$ cat config.mk
export PLATFORM = sky130hd
export DESIGN_NAME = cpu_axi_bridge
export DESIGN_NICKNAME = d
export VERILOG_FILES = /design/src/rtl/cpu_axi_bridge.sv
export SDC_FILE = /design/constraint.sdc
export NUM_CORES = 1
export LEC_CHECK = 0
export CAP_MARGIN = 20
export CELL_PAD_IN_SITES_DETAIL_PLACEMENT = 1
export CELL_PAD_IN_SITES_GLOBAL_PLACEMENT = 1
export CORE_MARGIN = 10
export CORE_UTILIZATION = 24
export CTS_CLUSTER_DIAMETER = 30
export DETAILED_ROUTE_END_ITERATION = 6
export GPL_ROUTABILITY_DRIVEN = 1
export PLACE_DENSITY = 0.83
export REMOVE_ABC_BUFFERS = 1
export SLEW_MARGIN = 20
export SYNTH_ARGS = -nofsm -noshare
export SYNTH_HDL_FRONTEND = slang
export SYNTH_SLANG_ARGS = --single-unit
export TNS_END_PERCENT = 30
$ cat constraint.sdc
create_clock -name clk -period 2.5 [get_ports clk]
set_input_delay 0.5 -clock clk [delete_from_list [all_inputs] [get_ports clk]]
set_output_delay 0.5 -clock clk [all_outputs]
set_load 0.01 [all_outputs]
$ cat src/rtl/cpu_axi_bridge.sv
// Bridges the CPU's SRAM-like instruction and data ports onto one AXI3 master.
// At most one read and one write are outstanding, and every burst is a single beat.
module cpu_axi_bridge (
  input  logic        clk,
  input  logic        reset,
  input  logic        inst_req,
  input  logic        inst_wr,
  input  logic [1:0]  inst_size,
  input  logic [31:0] inst_addr,
  input  logic [3:0]  inst_wstrb,
  input  logic [31:0] inst_wdata,
  output logic        inst_addr_ok,
  output logic        inst_data_ok,
  output logic [31:0] inst_rdata,
  input  logic        data_req,
  input  logic        data_wr,
  input  logic [1:0]  data_size,
  input  logic [31:0] data_addr,
  input  logic [3:0]  data_wstrb,
  input  logic [31:0] data_wdata,
  output logic        data_addr_ok,
  output logic        data_data_ok,
  output logic [31:0] data_rdata,
  output logic [3:0]  arid,
  output logic [31:0] araddr,
  output logic [3:0]  arlen,
  output logic [2:0]  arsize,
  output logic [1:0]  arburst,
  output logic [1:0]  arlock,
  output logic [3:0]  arcache,
  output logic [2:0]  arprot,
  output logic        arvalid,
  input  logic        arready,
  input  logic [3:0]  rid,
  input  logic [31:0] rdata,
  input  logic [1:0]  rresp,
  input  logic        rlast,
  input  logic        rvalid,
  output logic        rready,
  output logic [3:0]  awid,
  output logic [31:0] awaddr,
  output logic [3:0]  awlen,
  output logic [2:0]  awsize,
  output logic [1:0]  awburst,
  output logic [1:0]  awlock,
  output logic [3:0]  awcache,
  output logic [2:0]  awprot,
  output logic        awvalid,
  input  logic        awready,
  output logic [3:0]  wid,
  output logic [31:0] wdata,
  output logic [3:0]  wstrb,
  output logic        wlast,
  output logic        wvalid,
  input  logic        wready,
  input  logic [3:0]  bid,
  input  logic [1:0]  bresp,
  input  logic        bvalid,
  output logic        bready
);

  typedef enum logic [1:0] {RD_IDLE = 2'd0, RD_AR = 2'd1, RD_R = 2'd2} rd_state_t;
  typedef enum logic [1:0] {WR_IDLE = 2'd0, WR_AW_W = 2'd1, WR_B = 2'd2} wr_state_t;

  rd_state_t   rd_state_r, rd_state_nxt;
  wr_state_t   wr_state_r, wr_state_nxt;
  logic        rd_id_r;
  logic [31:0] araddr_r, awaddr_r, wdata_r;
  logic [2:0]  arsize_r, awsize_r;
  logic [3:0]  wstrb_r;
  logic        arvalid_r, awvalid_r, wvalid_r;
  logic        data_busy, data_rd_acc, data_wr_acc, inst_acc;
  logic        r_done;

  // The data port stays blocked while any data read or write is in flight (keeps RAW order).
  assign data_busy   = ((rd_state_r != RD_IDLE) && rd_id_r) || (wr_state_r != WR_IDLE);
  assign data_rd_acc = (rd_state_r == RD_IDLE) && data_req && !data_wr && !data_busy;
  assign data_wr_acc = (wr_state_r == WR_IDLE) && data_req && data_wr && !data_busy;
  assign inst_acc    = (rd_state_r == RD_IDLE) && inst_req && !data_rd_acc;
  assign r_done      = (rd_state_r == RD_R) && rvalid;

  assign inst_addr_ok = inst_acc;
  assign data_addr_ok = data_rd_acc || data_wr_acc;
  assign inst_data_ok = r_done && !rd_id_r;
  assign data_data_ok = (r_done && rd_id_r) || ((wr_state_r == WR_B) && bvalid);
  assign inst_rdata   = rdata;
  assign data_rdata   = rdata;

  assign arid    = {3'd0, rd_id_r};
  assign araddr  = araddr_r;
  assign arsize  = arsize_r;
  assign arvalid = arvalid_r;
  assign arlen   = 4'd0;
  assign arburst = 2'b01;
  assign arlock  = 2'd0;
  assign arcache = 4'd0;
  assign arprot  = 3'd0;
  assign rready  = (rd_state_r == RD_R);

  assign awid    = 4'd1;
  assign awaddr  = awaddr_r;
  assign awsize  = awsize_r;
  assign awvalid = awvalid_r;
  assign awlen   = 4'd0;
  assign awburst = 2'b01;
  assign awlock  = 2'd0;
  assign awcache = 4'd0;
  assign awprot  = 3'd0;
  assign wid     = 4'd1;
  assign wdata   = wdata_r;
  assign wstrb   = wstrb_r;
  assign wlast   = 1'b1;
  assign wvalid  = wvalid_r;
  assign bready  = (wr_state_r == WR_B);

  logic unused;
  assign unused = ^{inst_wr, inst_wstrb, inst_wdata, rid, rresp, rlast, bid, bresp};

  // Read FSM next state.
  always_comb begin
    rd_state_nxt = rd_state_r;
    case (rd_state_r)
      RD_IDLE: if (data_rd_acc || inst_acc) rd_state_nxt = RD_AR; else rd_state_nxt = RD_IDLE;
      RD_AR:   if (arready) rd_state_nxt = RD_R; else rd_state_nxt = RD_AR;
      RD_R:    if (rvalid) rd_state_nxt = RD_IDLE; else rd_state_nxt = RD_R;
      default: rd_state_nxt = RD_IDLE;
    endcase
  end

  // Write FSM next state; AW and W may finish in either order or together.
  always_comb begin
    wr_state_nxt = wr_state_r;
    case (wr_state_r)
      WR_IDLE: if (data_wr_acc) wr_state_nxt = WR_AW_W; else wr_state_nxt = WR_IDLE;
      WR_AW_W: if ((!awvalid_r || awready) && (!wvalid_r || wready)) wr_state_nxt = WR_B;
               else wr_state_nxt = WR_AW_W;
      WR_B:    if (bvalid) wr_state_nxt = WR_IDLE; else wr_state_nxt = WR_B;
      default: wr_state_nxt = WR_IDLE;
    endcase
  end

  // Read-side state, request latch and AR valid.
  always_ff @(posedge clk) begin
    if (reset) begin
      rd_state_r <= RD_IDLE;
      rd_id_r    <= 1'b0;
      araddr_r   <= 32'd0;
      arsize_r   <= 3'd0;
      arvalid_r  <= 1'b0;
    end else begin
      rd_state_r <= rd_state_nxt;
      if (data_rd_acc) begin
        rd_id_r   <= 1'b1;
        araddr_r  <= data_addr;
        arsize_r  <= {1'b0, data_size};
        arvalid_r <= 1'b1;
      end else if (inst_acc) begin
        rd_id_r   <= 1'b0;
        araddr_r  <= inst_addr;
        arsize_r  <= {1'b0, inst_size};
        arvalid_r <= 1'b1;
      end else if (arvalid_r && arready) begin
        arvalid_r <= 1'b0;
      end
    end
  end

  // Write-side state, request latch and independent AW/W valids.
  always_ff @(posedge clk) begin
    if (reset) begin
      wr_state_r <= WR_IDLE;
      awaddr_r   <= 32'd0;
      awsize_r   <= 3'd0;
      wdata_r    <= 32'd0;
      wstrb_r    <= 4'd0;
      awvalid_r  <= 1'b0;
      wvalid_r   <= 1'b0;
    end else begin
      wr_state_r <= wr_state_nxt;
      if (data_wr_acc) begin
        awaddr_r  <= data_addr;
        awsize_r  <= {1'b0, data_size};
        wdata_r   <= data_wdata;
        wstrb_r   <= data_wstrb;
        awvalid_r <= 1'b1;
        wvalid_r  <= 1'b1;
      end else begin
        if (awvalid_r && awready) awvalid_r <= 1'b0;
        if (wvalid_r && wready) wvalid_r <= 1'b0;
      end
    end
  end

endmodule

## Yosys cells after proc, flatten, opt, wreduce, memory -nomap -nowiden

Cells that the tools add are included.
Widths: inputs -> output; s select.

- Register bits: 112
- Output and inout bits: 222
- Word-level logic and storage cells: 74

- Equality and inequality tests: 4
- Muxes and demuxes: 21
- Reductions and logical operators: 37

Operator list:

| cell | count |
|---|---|
| $mux 32 | 2 |
| $logic_and 1x1->1 | 17 |
| $mux 2 | 6 |
| $pmux 2 s3 | 2 |
| $mux 1 | 11 |
| $reduce_bool 2->1 | 5 |
| $logic_not 1->1 | 6 |
| $logic_or 1x1->1 | 6 |
| $eq 2x1->1 const B | 2 |
| $eq 2x2->1 const B | 2 |
| $logic_not 2->1 | 2 |
| $reduce_bool 3->1 | 1 |

## Longest topological paths before layout

- Depth after elaboration: 10
- Mapped depth: 6
- Mapped depth without buffers: 3

## Worst setup path before layout

OpenSTA, ideal clock, no wires.

- Path kind: input -> output
- From: input data_req
- To: output inst_addr_ok
- Data arrival time: 1.667 ns
- Data required time: 2.000 ns
- Setup slack: 0.333 ns
- Cell stages on the path: 6
- Path buffers: 3
- Cell sequence: or3b_1 > buf_2 > or2_4 > buf_6 > buf_6 > and2_1

- Longest elaborated chain between the ends: 5

Ends and longest elaborated chain:

| item | line | source |
|---|---|---|
| from (decl) | 15 | `input logic data_req,` |
| $logic_and 1x1->1 (3 in series) | 77 | `assign data_rd_acc = (rd_state_r == RD_IDLE) && data_req && !data_wr && !data_busy;` |
| $logic_not 1->1 | 79 | `assign inst_acc = (rd_state_r == RD_IDLE) && inst_req && !data_rd_acc;` |
| $logic_and 1x1->1 | 79 |  |
| to (decl) | 12 | `output logic inst_addr_ok,` |

Every way passes these cells.

## Worst setup path in the final report

- From: input data_wr
- To: output inst_addr_ok

- Longest elaborated chain between the ends: 5

Ends and longest elaborated chain:

| item | line | source |
|---|---|---|
| from (decl) | 16 | `input logic data_wr,` |
| $logic_not 1->1 | 77 |  |
| $logic_and 1x1->1 (2 in series) | 77 |  |
| $logic_not 1->1 | 79 |  |
| $logic_and 1x1->1 | 79 |  |

Every way passes these cells.

==> impl_metrics.csv <==
group,metric,value,unit
outcome,status,"finished, final reports clean",
clock_network,clk_latency,0.35,ns
clock_network,clock_path_buffers,2,
critical_path,reg2regPathDepth,4,
sta,tightest_slew,0.7668,ns
worst_hold_path,hold_depth,2,
finish,final_common_cell,"clkdlybuf4s50_1",
finish,fin_nets,1065,
critical_path,path_cells,"clkdlybuf4s50_1 -> or3_2 -> or2_4 -> and2_1 -> buf_4",
synth,syn_area,5889,sq um
route,vias,5489,
die,die_area,31210,sq um
synth,ys_types,31,
synth,netlist.area_leader.share,0.3807,
sta,min_period,2.439,ns
sta,fin_skew,0.01004,ns
synth,netlist_instances,739,
worst_hold_path,worstHoldPathType,"flip-flop to flip-flop",
critical_path,crit_cells,5,
synth,synth_top_area_cell,"dfxtp_1",
critical_path,cp-start-kind,"input port",
route,ant_nets,0,
global_routing,grt_first_pass_wirelength,38160,um
power,max-vdd-ir-drop,0.2457,mV
sta,finalCritPeriodShare,0.9755,
sta,setup_viol,0,
synth,synth-edff-count,0,
sta,max_slew_margin,0.4888,
critical_path,crit_arrival,1.94,ns
die,core-area,24250,sq um
die,ios,418,
placement,gp_congestion,0.7205,
route,via_per_inst,4.578,
global_routing,grt_pass1_vias,5687,
job,cap_violations,0,
finish,seq_area,2242,sq um
synth,synthArstFlopShare,0,
synth,synth-seq-area-share,0.3807,
die,rows,57,
route,drtPass1Iterations,4,
synth,yosys_warnings,0,
critical_path,worst-path-buf-inv,2,
critical_path,cp-end-kind,"output pin",
die,dieHeight,176.7,um
critical_path,cp_top_family,"simple AND/OR/NAND/NOR gates",
global_routing,antenna_found_initial,0,
finish,fill_cells,2868,
route,wirelength,26710,um
sta,fin_ws,0.06114,ns
power,power,4.494,mW
finish,final_cells,1199,
sta,finalHoldViolCount,0,
sta,slew_viol_final,0,
finish,stdcell_area,8153,sq um
clock_network,path_clk_slew,0.08,ns
placement,place_ws,-0.4453,ns
placement,place_hpwl,20050,um
clock_network,h-tree-depth,3,
critical_path,worst-path-max-fanout,4,
critical_path,path_class,"input port to output pin",
clock_network,cts.sinks,112,
synth,ys_ff_latch,112,
placement,portBuffers,227,
sta,grt_setup_unrepaired,"no",
critical_path,cpPeakStageDelay,0.43,ns
finish,drive_above_1_share,0.06293,
synth,synth_area_leaders,"dfxtp_1, buf_4, o21ai_0",
clock_network,cts_buffers,9,
placement,placed_area,7858,sq um
global_routing,overflow,0,
die,fp.dieW,176.7,um
route,drtIter0Drc,299,
synth,synth_ff_type,"dfxtp_1",
finish,syn2layout_area_growth,38.43,%
power,p_leak,2.891,nW
clock_network,clock_tree.root_cell,"clkbuf_16",
finish,multi_input_area,2761,sq um
synth,syn_avg_cell_area,7.969,sq um
finish,final_util,0.3362,
sta,max_freq,410.0,MHz
route,drc,0,
global_routing,grt_max_degree,73,
clock_network,cts_tree,"yes",
critical_path,cp.required,2.00,ns
global_routing,grt_usage,0.1612,
power,p_per_area,551.2,nW/um^2
die,start_util,0.2429,
route,wl_per_cell,22.28,um
sta,setup_tns,0,ns
placement,placed_cells,1182,
finish,layout_common_cells,"clkdlybuf4s50_1, o21ai_0, dfxtp_1",
critical_path,slowest_stage,"or3_2",
sta,holdWs,0.4915,ns
==> cells in the mapped netlist (2+ instances only) <==
| cell | instances |
|---|---|
| conb_1 | 2 |
| buf_4 | 109 |
| nor2b_1 | 73 |
| nor2_1 | 4 |
| nand2_1 | 73 |
| dfxtp_1 | 112 |
| clkbuf_1 | 54 |
| nand2b_1 | 74 |
| a311oi_2 | 5 |
| nor3_1 | 35 |
| o21a_1 | 2 |
| a21oi_1 | 4 |
| a311oi_1 | 29 |
| a31oi_1 | 2 |
| buf_2 | 5 |
| buf_6 | 2 |
| o21ai_0 | 140 |
==> flip-flops by register name (all words and copies together) (netlist names), 2 cells and up <==
name and count:
wr_state_r 2, awaddr 32, wdata 32, awsize 2
araddr 32, wstrb 4, rd_state_r 2, arsize 2
==> where the power goes <==
group	internal (mW)	leakage, nW	switching, mW
clock	0.741	0.146	0.723
sequential	1.91	0.918	0.0642
combinational	0.533	1.83	0.521
==> final timing paths <==
| path | startpoint | end | slack, ns |
|---|---|---|---|
| worst max-delay path | data_wr | inst_addr_ok | 0.06 |
| worst min-delay path | araddr[17] | araddr[17] | 0.49 |
| worst max register to register | rd_state_r[0] | araddr[4] | 0.69 |
| worst min register to register | araddr[17] | araddr[17] | 0.49 |
==> worst min-delay path: stages, from the launching register on <==
cell and delay [ns]:
dfxtp_1 0.32, nand2_1 0.06, a311oi_1 0.08
==> what timing repair did <==
item / in CTS / in global routing
pin swaps: 1 / 0
gates resized for setup: 12 / 1
hold buffers: 0 / 0
endpoints found under the setup margin: 2 / 2
buffers inserted: 0 / 0
==> cell type report <==
class / instances / share of cell area
Timing Repair Buffer: 248 / 0.2999
Multi-Input combinational cell: 497 / 0.3387
Clock buffer: 11 / 0.03100
Antenna cell: 1 / 0.0003069
Inverter: 1 / 0.0004604
Clock inverter: 5 / 0.004911
Sequential cell: 112 / 0.2750
Tap cell: 324 / 0.04972
==> cell families (layout without fill, tap and decap cells) <==
logic type / after synthesis / after routing / synth area share
and+or+nand+nor: 268 / 268 / 0.2479
AOI/OAI and AO/OA: 185 / 185 / 0.1874
other: 2 / 45 / 0.001275
buffers and inverters: 172 / 265 / 0.1827
DFF: 112 / 112 / 0.3807
==> metal layers <==
metal / share of wire / wire (um) / GRT usage / up-vias
met5: 0.0037 / 98 / 0.03520 / -
met4: 0.010 / 269 / 0.03012 / 2
met3: 0.14 / 3754 / 0.1060 / 14
met2: 0.42 / 11160 / 0.2316 / 251
met1: 0.43 / 11430 / 0.1949 / 2643
li1: - / - / - / 2579
Note: power is estimated with default switching activity, not from simulation.
